$ cat src/rtl/mc_pkg.sv
// Shared encodings for the multicycle controller: FSM states, opcodes, ALU classes, mux selects.
// Pure definitions; no timing or flow control of its own.
package mc_pkg;

  typedef enum logic [3:0] {
    ST_IDLE   = 4'd0,
    ST_FETCH  = 4'd1,
    ST_DECODE = 4'd2,
    ST_MEMADR = 4'd3,
    ST_MEMRD  = 4'd4,
    ST_MEMWB  = 4'd5,
    ST_MEMWR  = 4'd6,
    ST_RTEXEC = 4'd7,
    ST_RTWB   = 4'd8,
    ST_BRANCH = 4'd9,
    ST_JUMP   = 4'd10,
    ST_ADDIEX = 4'd11,
    ST_ADDIWB = 4'd12,
    ST_HALT   = 4'd15
  } state_e;

  localparam logic [5:0] OP_RTYPE = 6'b000000;
  localparam logic [5:0] OP_LW    = 6'b100011;
  localparam logic [5:0] OP_SW    = 6'b101011;
  localparam logic [5:0] OP_BEQ   = 6'b000100;
  localparam logic [5:0] OP_J     = 6'b000010;
  localparam logic [5:0] OP_ADDI  = 6'b001000;

  localparam logic [1:0] ALU_ADD   = 2'b00;
  localparam logic [1:0] ALU_SUB   = 2'b01;
  localparam logic [1:0] ALU_FUNCT = 2'b10;

  localparam logic [1:0] SRCB_REG   = 2'b00;
  localparam logic [1:0] SRCB_FOUR  = 2'b01;
  localparam logic [1:0] SRCB_IMM   = 2'b10;
  localparam logic [1:0] SRCB_BROFF = 2'b11;

  localparam logic [1:0] PC_ALU    = 2'b00;
  localparam logic [1:0] PC_ALUOUT = 2'b01;
  localparam logic [1:0] PC_JUMP   = 2'b10;

  typedef struct packed {
    logic       pc_en;
    logic       ir_write;
    logic       iord;
    logic       mem_read;
    logic       mem_write;
    logic       reg_write;
    logic       reg_dst;
    logic       mem_to_reg;
    logic       alu_src_a;
    logic [1:0] alu_src_b;
    logic [1:0] alu_op;
    logic [1:0] pc_source;
    logic       illegal;
  } ctrl_t;

  function automatic logic is_legal_op(input logic [5:0] op);
    return (op == OP_RTYPE) || (op == OP_LW) || (op == OP_SW) ||
           (op == OP_BEQ) || (op == OP_J) || (op == OP_ADDI);
  endfunction

endpackage

$ cat src/rtl/mc_out_decode.sv
// Combinational datapath-control decode from the current FSM state.
// Zero latency; only pc_en/ir_write follow mem_ready/zero, illegal follows opcode in DECODE.
module mc_out_decode
  import mc_pkg::*;
#(
  parameter bit HALT_ON_ILLEGAL = 1'b1
) (
  input  state_e     state_i,
  input  logic [5:0] opcode_i,
  input  logic       mem_ready_i,
  input  logic       zero_i,
  output ctrl_t      ctrl_o
);

  always_comb begin
    ctrl_o = '0;
    case (state_i)
      ST_FETCH: begin
        ctrl_o.mem_read  = 1'b1;
        ctrl_o.alu_src_b = SRCB_FOUR;
        ctrl_o.alu_op    = ALU_ADD;
        ctrl_o.pc_source = PC_ALU;
        ctrl_o.ir_write  = mem_ready_i;
        ctrl_o.pc_en     = mem_ready_i;
      end
      ST_DECODE: begin
        ctrl_o.alu_src_b = SRCB_BROFF;
        // In skip mode the DECODE cycle is the only place an unknown opcode is visible.
        ctrl_o.illegal   = !HALT_ON_ILLEGAL && !is_legal_op(opcode_i);
      end
      ST_MEMADR, ST_ADDIEX: begin
        ctrl_o.alu_src_a = 1'b1;
        ctrl_o.alu_src_b = SRCB_IMM;
        ctrl_o.alu_op    = ALU_ADD;
      end
      ST_MEMRD: begin
        ctrl_o.mem_read = 1'b1;
        ctrl_o.iord     = 1'b1;
      end
      ST_MEMWR: begin
        ctrl_o.mem_write = 1'b1;
        ctrl_o.iord      = 1'b1;
      end
      ST_MEMWB: begin
        ctrl_o.reg_write  = 1'b1;
        ctrl_o.mem_to_reg = 1'b1;
      end
      ST_RTEXEC: begin
        ctrl_o.alu_src_a = 1'b1;
        ctrl_o.alu_src_b = SRCB_REG;
        ctrl_o.alu_op    = ALU_FUNCT;
      end
      ST_RTWB: begin
        ctrl_o.reg_write = 1'b1;
        ctrl_o.reg_dst   = 1'b1;
      end
      ST_ADDIWB: begin
        ctrl_o.reg_write = 1'b1;
      end
      ST_BRANCH: begin
        ctrl_o.alu_src_a = 1'b1;
        ctrl_o.alu_src_b = SRCB_REG;
        ctrl_o.alu_op    = ALU_SUB;
        ctrl_o.pc_source = PC_ALUOUT;
        ctrl_o.pc_en     = zero_i;
      end
      ST_JUMP: begin
        ctrl_o.pc_source = PC_JUMP;
        ctrl_o.pc_en     = 1'b1;
      end
      ST_HALT: begin
        ctrl_o.illegal = 1'b1;
      end
      default: ctrl_o = '0;
    endcase
  end

endmodule

$ cat src/rtl/mc_control.sv
// Multicycle MIPS-style control FSM: next-state logic here, output decode in mc_out_decode.
// Outputs follow state combinationally; FETCH/MEMRD/MEMWR wait on mem_ready, reset drops everything at once.
module mc_control
  import mc_pkg::*;
#(
  parameter bit HALT_ON_ILLEGAL = 1'b1
) (
  input  logic       clk,
  input  logic       rst_n,
  input  logic [5:0] opcode,
  input  logic       zero,
  input  logic       mem_ready,
  output logic       pc_en,
  output logic       ir_write,
  output logic       iord,
  output logic       mem_read,
  output logic       mem_write,
  output logic       reg_write,
  output logic       reg_dst,
  output logic       mem_to_reg,
  output logic       alu_src_a,
  output logic [1:0] alu_src_b,
  output logic [1:0] alu_op,
  output logic [1:0] pc_source,
  output logic       illegal,
  output logic [3:0] state
);

  state_e state_q, state_d;
  ctrl_t  ctrl;

  always_comb begin
    state_d = state_q;
    case (state_q)
      ST_IDLE:   state_d = ST_FETCH;
      ST_FETCH:  if (mem_ready) state_d = ST_DECODE;
      ST_DECODE: begin
        case (opcode)
          OP_RTYPE:     state_d = ST_RTEXEC;
          OP_LW, OP_SW: state_d = ST_MEMADR;
          OP_BEQ:       state_d = ST_BRANCH;
          OP_J:         state_d = ST_JUMP;
          OP_ADDI:      state_d = ST_ADDIEX;
          default:      state_d = HALT_ON_ILLEGAL ? ST_HALT : ST_FETCH;
        endcase
      end
      ST_MEMADR: state_d = (opcode == OP_LW) ? ST_MEMRD : ST_MEMWR;
      ST_MEMRD:  if (mem_ready) state_d = ST_MEMWB;
      ST_MEMWR:  if (mem_ready) state_d = ST_FETCH;
      ST_RTEXEC: state_d = ST_RTWB;
      ST_ADDIEX: state_d = ST_ADDIWB;
      ST_MEMWB, ST_RTWB, ST_ADDIWB, ST_BRANCH, ST_JUMP:
                 state_d = ST_FETCH;
      ST_HALT:   state_d = ST_HALT;
      // Unused encodings can only be reached by corruption; park safely.
      default:   state_d = ST_HALT;
    endcase
  end

  always_ff @(posedge clk or negedge rst_n) begin
    if (!rst_n) begin
      state_q <= ST_IDLE;
    end else begin
      state_q <= state_d;
    end
  end

  mc_out_decode #(
    .HALT_ON_ILLEGAL(HALT_ON_ILLEGAL)
  ) u_out_decode (
    .state_i     (state_q),
    .opcode_i    (opcode),
    .mem_ready_i (mem_ready),
    .zero_i      (zero),
    .ctrl_o      (ctrl)
  );

  assign pc_en      = ctrl.pc_en;
  assign ir_write   = ctrl.ir_write;
  assign iord       = ctrl.iord;
  assign mem_read   = ctrl.mem_read;
  assign mem_write  = ctrl.mem_write;
  assign reg_write  = ctrl.reg_write;
  assign reg_dst    = ctrl.reg_dst;
  assign mem_to_reg = ctrl.mem_to_reg;
  assign alu_src_a  = ctrl.alu_src_a;
  assign alu_src_b  = ctrl.alu_src_b;
  assign alu_op     = ctrl.alu_op;
  assign pc_source  = ctrl.pc_source;
  assign illegal    = ctrl.illegal;
  assign state      = state_q;

endmodule

$ cat config.mk
export PLATFORM = sky130hd
export DESIGN_NAME = mc_control
export DESIGN_NICKNAME = d
export VERILOG_FILES = /design/src/rtl/mc_pkg.sv /design/src/rtl/mc_out_decode.sv /design/src/rtl/mc_control.sv
export SDC_FILE = /design/constraint.sdc
export NUM_CORES = 1
export LEC_CHECK = 0
export ABC_AREA = 0
export BUFFER_PORTS_ARGS = -buffer_cell sky130_fd_sc_hd__buf_2
export CORE_MARGIN = 8
export CORE_UTILIZATION = 45
export DETAILED_ROUTE_END_ITERATION = 12
export PLACE_DENSITY_LB_ADDON = 0.15
export SETUP_SLACK_MARGIN = 0.05
export SKIP_LAST_GASP = 1
export SLEW_MARGIN = 20
export SYNTH_ARGS = -nofsm -noshare
export SYNTH_HDL_FRONTEND = slang
export SYNTH_SLANG_ARGS = --single-unit
$ cat constraint.sdc
create_clock -name clk -period 3.45 [get_ports clk]
set_input_delay 0.1725 -clock clk [delete_from_list [all_inputs] [get_ports clk]]
set_output_delay 0.1725 -clock clk [all_outputs]
set_load 0.01 [all_outputs]
Word-level counts from Yosys, hierarchy flattened:

Cells that the tools add are included.

* flip-flop bits (word level): 4
* input bits: 10
* output and inout bits: 20

* equality and inequality tests: 21
* mux-type cells: 19
* reduce and logical (&&, ||, !) cells: 10

Operators with widths (count)
* $pmux 4 s8: 1
* $eq 4x4->1 const B: 6
* $pmux 4 s5: 1
* $eq 4x3->1 const B: 4
* $eq 6x6->1 const B: 2
* $mux 4: 3
* $mux 1: 9
* $eq 4x2->1 const B: 2
* $pmux 2 s2: 2
* $reduce_or 2->1: 4
* $eq 6x2->1 const B: 1
* $eq 6x3->1 const B: 1
* $eq 6x4->1 const B: 1
* $logic_not 6->1: 1
* $ne 2x2->1 const B: 3
* $pmux 2 s3: 1
* $reduce_or 6->1: 1
* $eq 4x1->1 const B: 1
* $logic_not 4->1: 1
* $reduce_or 4->1: 1
* $pmux 1 s3: 1
* $reduce_and 3->1: 1
* $reduce_or 3->1: 1
* $mux 2: 1

Depth between registers and ports, before layout:

Gate-level depths: netlist (run 1).

* depth after elaboration: 4
* gate-level depth with buffers: 6
* gate-level depth less buffers: 4

Cells and area by module:

Synthesis (run 1) repeated with hierarchy kept, for this count alone.

* cell total of the unflattened synthesis: 69
* area, all modules: 566.8 µm²

Modules (own cells, without submodules)
* mc_control: instances 1, cells an instance 40, area an instance 335.3 µm², seq. area each 100.1 µm²
* mc_out_decode: instances 1, cells an instance 29, area an instance 231.5 µm², seq. area each 0.0 µm²

Least setup slack after synthesis (run 1):

OpenSTA, ideal clock, no wires.

* path type: reg-to-output
* start: register state_q[1] (netlist: state[1])
* end: output port pc_en
* arrival: 1292 ps
* required time: 3277 ps
* slack: 1986 ps
* stages on the path, launching flop included: 5
* cells stage by stage: dfrtp_1 > clkbuf_8 > nand2b_4 > nor4b_2 > a211o_1

* cells in the longest elaborated chain, start to end: 2
* elaborated cells on any way between the ends: 4
* classes of those cells: 3 x eq/ne; 1 x mux

Ends and longest elaborated chain
* from (decl): line mc_control.sv:29 `state_e state_q, state_d;`
* from (signal assigned): line mc_control.sv:64 `state_q <= state_d;`
* $eq 4x4->1 or $eq 4x1->1 (tied branches): line mc_out_decode.sv:17 `case (state_i)`
* $pmux 1 s3 (*): line mc_out_decode.sv:17
* to (decl): line mc_control.sv:13 `output logic pc_en,`

Mark *: on every way between the ends. The rest lies on a longest branch, timed or not.

Worst setup path in the final report (run 1):

* start: register state_q[0] (netlist: state[0])
* end: output port pc_en

Same word-level chain as after synthesis.

==> out/results.md, run 1 <==
• **run status** completed
• **worst reg2reg startpoint** state[0]
• **share of the cycle needed by the critical path after routing** 55.5%
• **routability congestion estimate from global placement** 0.798
• **clock-pin slew on the worst setup and hold paths** 0.04 ns
• **transition time of the tightest slew-check pin** 0.658 ns
• **flip-flop and latch count after synthesis** 4
• **grt met3 use** 2.56%
• **worst slack at placement** 1.79 ns
• **area of the core** 1280 um2
• **CTS HTree Levels** 1
• **library cell occupying the most area in the post-synthesis netlist** sky130_fd_sc_hd__dfrtp_1
• **count of flip-flops with a built-in enable after synthesis** 0
• **die outline height** 52.6 um
• **type of the worst setup path** flop to output port
• **n_diodes** 0
• **cell area after synthesis** 604 um2
• **met2 GRT Util** 17.8%
• **die extent in x** 52.6 um
• **Synth top area share** 16.6%
• **highest-count cells in the layout ignoring fill and taps** 29 x sky130_fd_sc_hd__buf_2, 14 x sky130_fd_sc_hd__nor2_1, 6 x sky130_fd_sc_hd__a21oi_1
• **row count** 13
• **Post-Synthesis Cells** 79
• **clk_skew** 0.00531 ns
• **largest voltage drop on the vdd net** 190 uV
• **number of failing setup endpoints in the final timing report** 0
• **total iterations of the first detailed-routing run** 4
• **vias in the first global route** 606
• **clock tree buffer depth** 2
• **detailed-route wire length** 1.60 mm
• **max FFs per register** 4
• **Nets** 117
• **Top Usage Layer GRT** met2
• **final routed DRC violation total** 0
• **filler instances** 138
• **maxcap violations** 0
• **Power per Cell Area** 174 nW/um2
• **maximum net fanout on the critical path** 20
• **per-cell routed wire length** 13.3 um
• **P&R area growth vs syn** 20.9%
• **hold violation count in the final report** 0
• **# port buffers** 29
• **Area contributors post-synth** sky130_fd_sc_hd__dfrtp_1 17%, sky130_fd_sc_hd__nor2_1 8.7%, sky130_fd_sc_hd__clkbuf_8 6.8%, sky130_fd_sc_hd__a21oi_1 5.0%, sky130_fd_sc_hd__nor4b_2 5.0%
• **cts bufs inserted** 3
• **pin count of the biggest net entering global routing** 21
• **Antenna Violating Nets Remaining** 0
• **CP endpoint kind** output port
• **setup repair after global routing missed its margin** false
• **number of nets in the synthesized netlist** 89
• **wire length of the first global-routing pass** 2.53 mm
• **share of layout cells above drive strength 1** 38.1%
• **antenna violations before repair** 0
• **starting density of the core** 47.0%
• **Top Ports** 30
• **CTS tree** done
• **async set or reset register ratio after synthesis** 100%
• **starting DRC count in detailed routing** 16
• **required time of the critical path** 3.28 ns
• **post-layout instance area** 731 um2
• **most common cell after layout, fill and taps aside** sky130_fd_sc_hd__buf_2
• **post-place instance area** 698 um2
• **Avg Inst Size Synth** 7.65 um2
• **number of placed instances with taps included** 116
• **type of the tightest min-delay check** input port to async pin
• **number of sinks driven by the clock tree** 4
• **CTS Root Cell** sky130_fd_sc_hd__clkbuf_4
• **total of warnings raised by yosys** 0
• **Remaining Overflow, GRT** 0
• **Hold Worst Slack** 0.262 ns
• **reg-to-reg setup timing slack** 1.88 ns
• **global-route met1 utilization** 14.5%
• **Skew-Pair Late Insertion Delay** 0.24 ns
• **Critical Path Start Type** flop
• **max_slew headroom** 56.1%
• **peak clock frequency supported by timing** 0.522 GHz
• **share of the yosys chip area belonging to registers** 16.6%
• **overall global routing resource usage** 11.6%
• **Post-CTS Setup Inserts** 0
• **fin worst setup slack** 1.53 ns
• **count of distinct cell types in the synthesized netlist** 33
• **Data arrival, critical path** 1.74 ns
• **Final Non-Filler Cells** 120
• **leakage power figure** 0.348 nW
• **endpoint of the worst register-to-register path** state[1]
• **routed via count** 667
• **die area** 2770 um2
• **Slew Viols, Final** 0
• **total negative slack for setup checks** 0 ns
• **crit path time final** 1.92 ns
• **most frequently used flop master after synthesis** sky130_fd_sc_hd__dfrtp_1
• **DP Wirelength** 1.22 mm
• **average vias per placed instance** 5.56
• **Register-to-Register Path Depth** 4
stage by stage:
stage                     util (%)  total power, mW
final                         56.9            0.127
after global routing          56.9            0.135
after CTS                     56.9            0.129
after detailed placement      54.3           0.0659
after global placement        54.3           0.0655
after floorplan                  -           0.0537
routing by layer:
layer  wire (um)  share of wire (%)
met1         723                 45
met2         712                 45
met3         134                8.4
met4          27                1.7
met5           0                  0
layout make-up:
type                       instances  area (um2)  share of cell area [%]
multi-input combinational         66         427                    58.4
timing repair buffer              30         155                    21.2
sequential                         4         100                    13.7
clock buffer                       3        22.5                    3.08
tap                               15        18.8                    2.57
inverter                           2        7.51                    1.03
power breakdown:
group | internal (mW) | leakage (nW) | switching, mW | total (mW)
clock network | 0.0391 | 0.0138 | 0.0216 | 0.0607
logic | 0.00837 | 0.299 | 0.0107 | 0.0191
registers | 0.0471 | 0.0350 | 0 | 0.0471
total | 0.0946 | 0.348 | 0.0323 | 0.127
worst max-delay path, stage by stage, from the launching register on:
cell,delay (ns)
sky130_fd_sc_hd__dfrtp_1,0.76
sky130_fd_sc_hd__nand2b_4,0.28
sky130_fd_sc_hd__nor2_1,0.07
sky130_fd_sc_hd__a211o_1,0.26
sky130_fd_sc_hd__buf_2,0.14
timing repair:
action | in CTS | in global routing
hold buffers | 1 | 0
hold endpoints to repair | 4 | 0
resized for setup | 0 | 0
cells by family (layout without fill, tap and decap cells):
logic type,after synthesis,in the layout,share of synthesized area (%)
simple gates,40,40,42.2
compound gates,24,24,25.5
buf+inv,9,35,12.8
flops,4,4,16.6
xor+xnor,2,2,2.90
cells in the mapped netlist (all sizes together) (2+ instances only):
cell type	n
buf	4
nand2b	5
a21oi	6
nor4	2
nand2	4
nand3	3
o21ai	8
a21boi	2
nor4b	2
clkbuf	3
nor3	5
dfrtp	4
a31oi	2
nor2	14
inv	2
how the worst max path moves through the flow:
| stage | start | endpoint | cells past startpoint |
|---|---|---|---|
| 4_1_cts | state[0] | pc_en | 4 |
| 3_5_place_dp | state[0] | pc_en | 4 |
| 2_1_floorplan | state[1] | pc_en | 4 |
| 5_1_grt | state[0] | pc_en | 4 |
| 6_report | state[0] | pc_en | 4 |
| 3_3_place_gp | state[0] | pc_en | 4 |
Note: power is estimated with default switching activity, not from simulation.
==> run 2, diff against run 1 <==
--- a/config.mk
+++ b/config.mk
@@ -8,7 +8,7 @@
 export ABC_AREA = 0
 export BUFFER_PORTS_ARGS = -buffer_cell sky130_fd_sc_hd__buf_2
 export CORE_MARGIN = 8
-export CORE_UTILIZATION = 45
+export CORE_UTILIZATION = 44
 export DETAILED_ROUTE_END_ITERATION = 12
 export PLACE_DENSITY_LB_ADDON = 0.15
 export SETUP_SLACK_MARGIN = 0.05
==> constraint.sdc (replaced) <==
create_clock -name clk -period 1.8 [get_ports clk]
set_input_delay 0.09 -clock clk [delete_from_list [all_inputs] [get_ports clk]]
set_output_delay 0.09 -clock clk [all_outputs]
set_load 0.01 [all_outputs]
==> run 2 against run 1 <==
Clock skew down 0.0025 ns. Combinational power up 88%. Routed wire length up 4.9%. First-iteration DRC count down 38%. Critical endpoint unchanged. Highest routed layer unchanged.
==> out/results.md, run 2 (synthesized netlist as in run 1, its figures left out) <==
• **run status** completed
• **max FFs per register** 4
• **Antenna Violating Nets Remaining** 0
• **highest-count cells in the layout ignoring fill and taps** 29 x sky130_fd_sc_hd__buf_2, 14 x sky130_fd_sc_hd__nor2_1, 6 x sky130_fd_sc_hd__a21oi_1
• **max_slew headroom** 80.0%
• **met2 GRT Util** 21.1%
• **routed via count** 681
• **total iterations of the first detailed-routing run** 4
• **share of layout cells above drive strength 1** 40.7%
• **detailed-route wire length** 1.68 mm
• **maxcap violations** 0
• **worst slack at placement** 0.417 ns
• **maximum net fanout on the critical path** 9
• **final routed DRC violation total** 0
• **number of sinks driven by the clock tree** 4
• **die outline height** 53.1 um
• **setup repair after global routing missed its margin** false
• **clock tree buffer depth** 2
• **hold violation count in the final report** 0
• **Buf+Inv Stages, Crit Path** 1
• **share of the cycle needed by the critical path after routing** 88.4%
• **startpoint of the worst setup timing path** state[2]
• **die extent in x** 53.1 um
• **overall global routing resource usage** 12.7%
• **Data arrival, critical path** 1.50 ns
• **type of the worst setup path** flop to output port
• **Register-to-Register Path Depth** 3
• **Critical Path Start Type** flop
• **P&R area growth vs syn** 24.8%
• **transition time of the tightest slew-check pin** 0.300 ns
• **family with the most delay on the worst path** flip-flops
• **worst reg2reg startpoint** state[2]
• **required time of the critical path** 1.71 ns
• **CP endpoint kind** output port
• **CTS tree** done
• **reg-to-reg setup timing slack** 0.49 ns
• **die area** 2820 um2
• **largest stage delay on the critical path** 0.50 ns
• **pin count of the biggest net entering global routing** 19
• **area of the core** 1280 um2
• **number of failing setup endpoints in the final timing report** 0
• **global-route met1 utilization** 15.1%
• **starting density of the core** 47.0%
• **Slew Viols, Final** 0
• **vias in the first global route** 634
• **antenna violations before repair** 0
• **Top Usage Layer GRT** met2
• **n_diodes** 0
• **type of the tightest min-delay check** input port to async pin
• **filler instances** 133
• **largest voltage drop on the vdd net** 251 uV
• **Power per Cell Area** 317 nW/um2
• **grt met3 use** 2.24%
• **DP Wirelength** 1.36 mm
• **per-cell routed wire length** 13.6 um
• **fin worst setup slack** 0.208 ns
• **starting DRC count in detailed routing** 10
• **cts bufs inserted** 3
• **Remaining Overflow, GRT** 0
• **clock-pin slew on the worst setup and hold paths** 0.04 ns
• **Critical Path, Cell by Cell** nand2b_1, nor2_1, a211o_1, buf_2
• **Final Total Pwr** 0.239 mW
• **CTS Root Cell** sky130_fd_sc_hd__clkbuf_4
• **row count** 13
• **wire length of the first global-routing pass** 2.75 mm
• **Skew-Pair Late Insertion Delay** 0.24 ns
• **average vias per placed instance** 5.54
• **crit path time final** 1.59 ns
• **CTS HTree Levels** 1
• **routability congestion estimate from global placement** 0.797
• **total negative slack for setup checks** 0 ns
• **clk_skew** 0.00284 ns
• **endpoint of the worst register-to-register path** state[2]
• **most common cell after layout, fill and taps aside** sky130_fd_sc_hd__buf_2
• **slowest CP cell** sky130_fd_sc_hd__dfrtp_1
• **peak clock frequency supported by timing** 0.628 GHz
• **Nets** 120
• **leakage power figure** 0.360 nW
• **Top Ports** 30
• **# port buffers** 29
run 2: cell count changes in the layout (fill, tap and decap cells not counted), sizes merged:
cell	change
buf	+3
run 2: through the flow:
step | instances | utilization, % | hold slack, ns | cell area (um2)
3_5_place_dp | 119 | 56.1 | -0.104 | 721
2_1_floorplan | 79 | - | -0.206 | 604
5_1_grt | 123 | 58.7 | 0.195 | 754
6_report | 123 | 58.7 | 0.190 | 754
3_3_place_gp | 119 | 56.1 | -0.106 | 721
4_1_cts | 123 | 58.6 | 0.185 | 753
run 2: routing by layer:
metal,up-vias,part of all wire [%]
li1,346,-
met2,28,47
met5,-,0
met4,0,1.8
met1,302,42
met3,5,8.7
run 2: where the power goes:
| part | switching [mW] | internal, mW | total (mW) |
|---|---|---|---|
| registers | 0 | 0.0904 | 0.0904 |
| clock network | 0.0381 | 0.0746 | 0.113 |
| logic | 0.0199 | 0.0160 | 0.0359 |
| total | 0.0580 | 0.181 | 0.239 |
run 2: cell type report:
type	instances	area [um2]	area share, %
multi-input cells	66	427	56.6
inverters	2	7.51	0.995
clock buffers	3	22.5	2.99
flip-flops and latches	4	101	13.4
repair buffers	33	178	23.5
well taps	15	18.8	2.49
run 2: worst max-delay path by stage:
stage                      endpoint  cells after the start
after global placement     state[1]                      4
after global routing          pc_en                      4
after floorplan               pc_en                      4
after detailed placement   state[1]                      4
after CTS                 reg_write                      5
final                         pc_en                      4
run 2: timing repair:
action / CTS / global route
setup buffers: 0 / 0
resized for setup: 0 / 1
hold endpoints to repair: 4 / 0
hold buffers: 1 / 0
setup endpoints to repair: 0 / 1
run 2: worst reg2reg max path, cell delays in order (launching register included):
cell	delay [ns]
sky130_fd_sc_hd__dfrtp_1	0.47
sky130_fd_sc_hd__buf_4	0.22
sky130_fd_sc_hd__or3_1	0.39
sky130_fd_sc_hd__o21ai_1	0.15
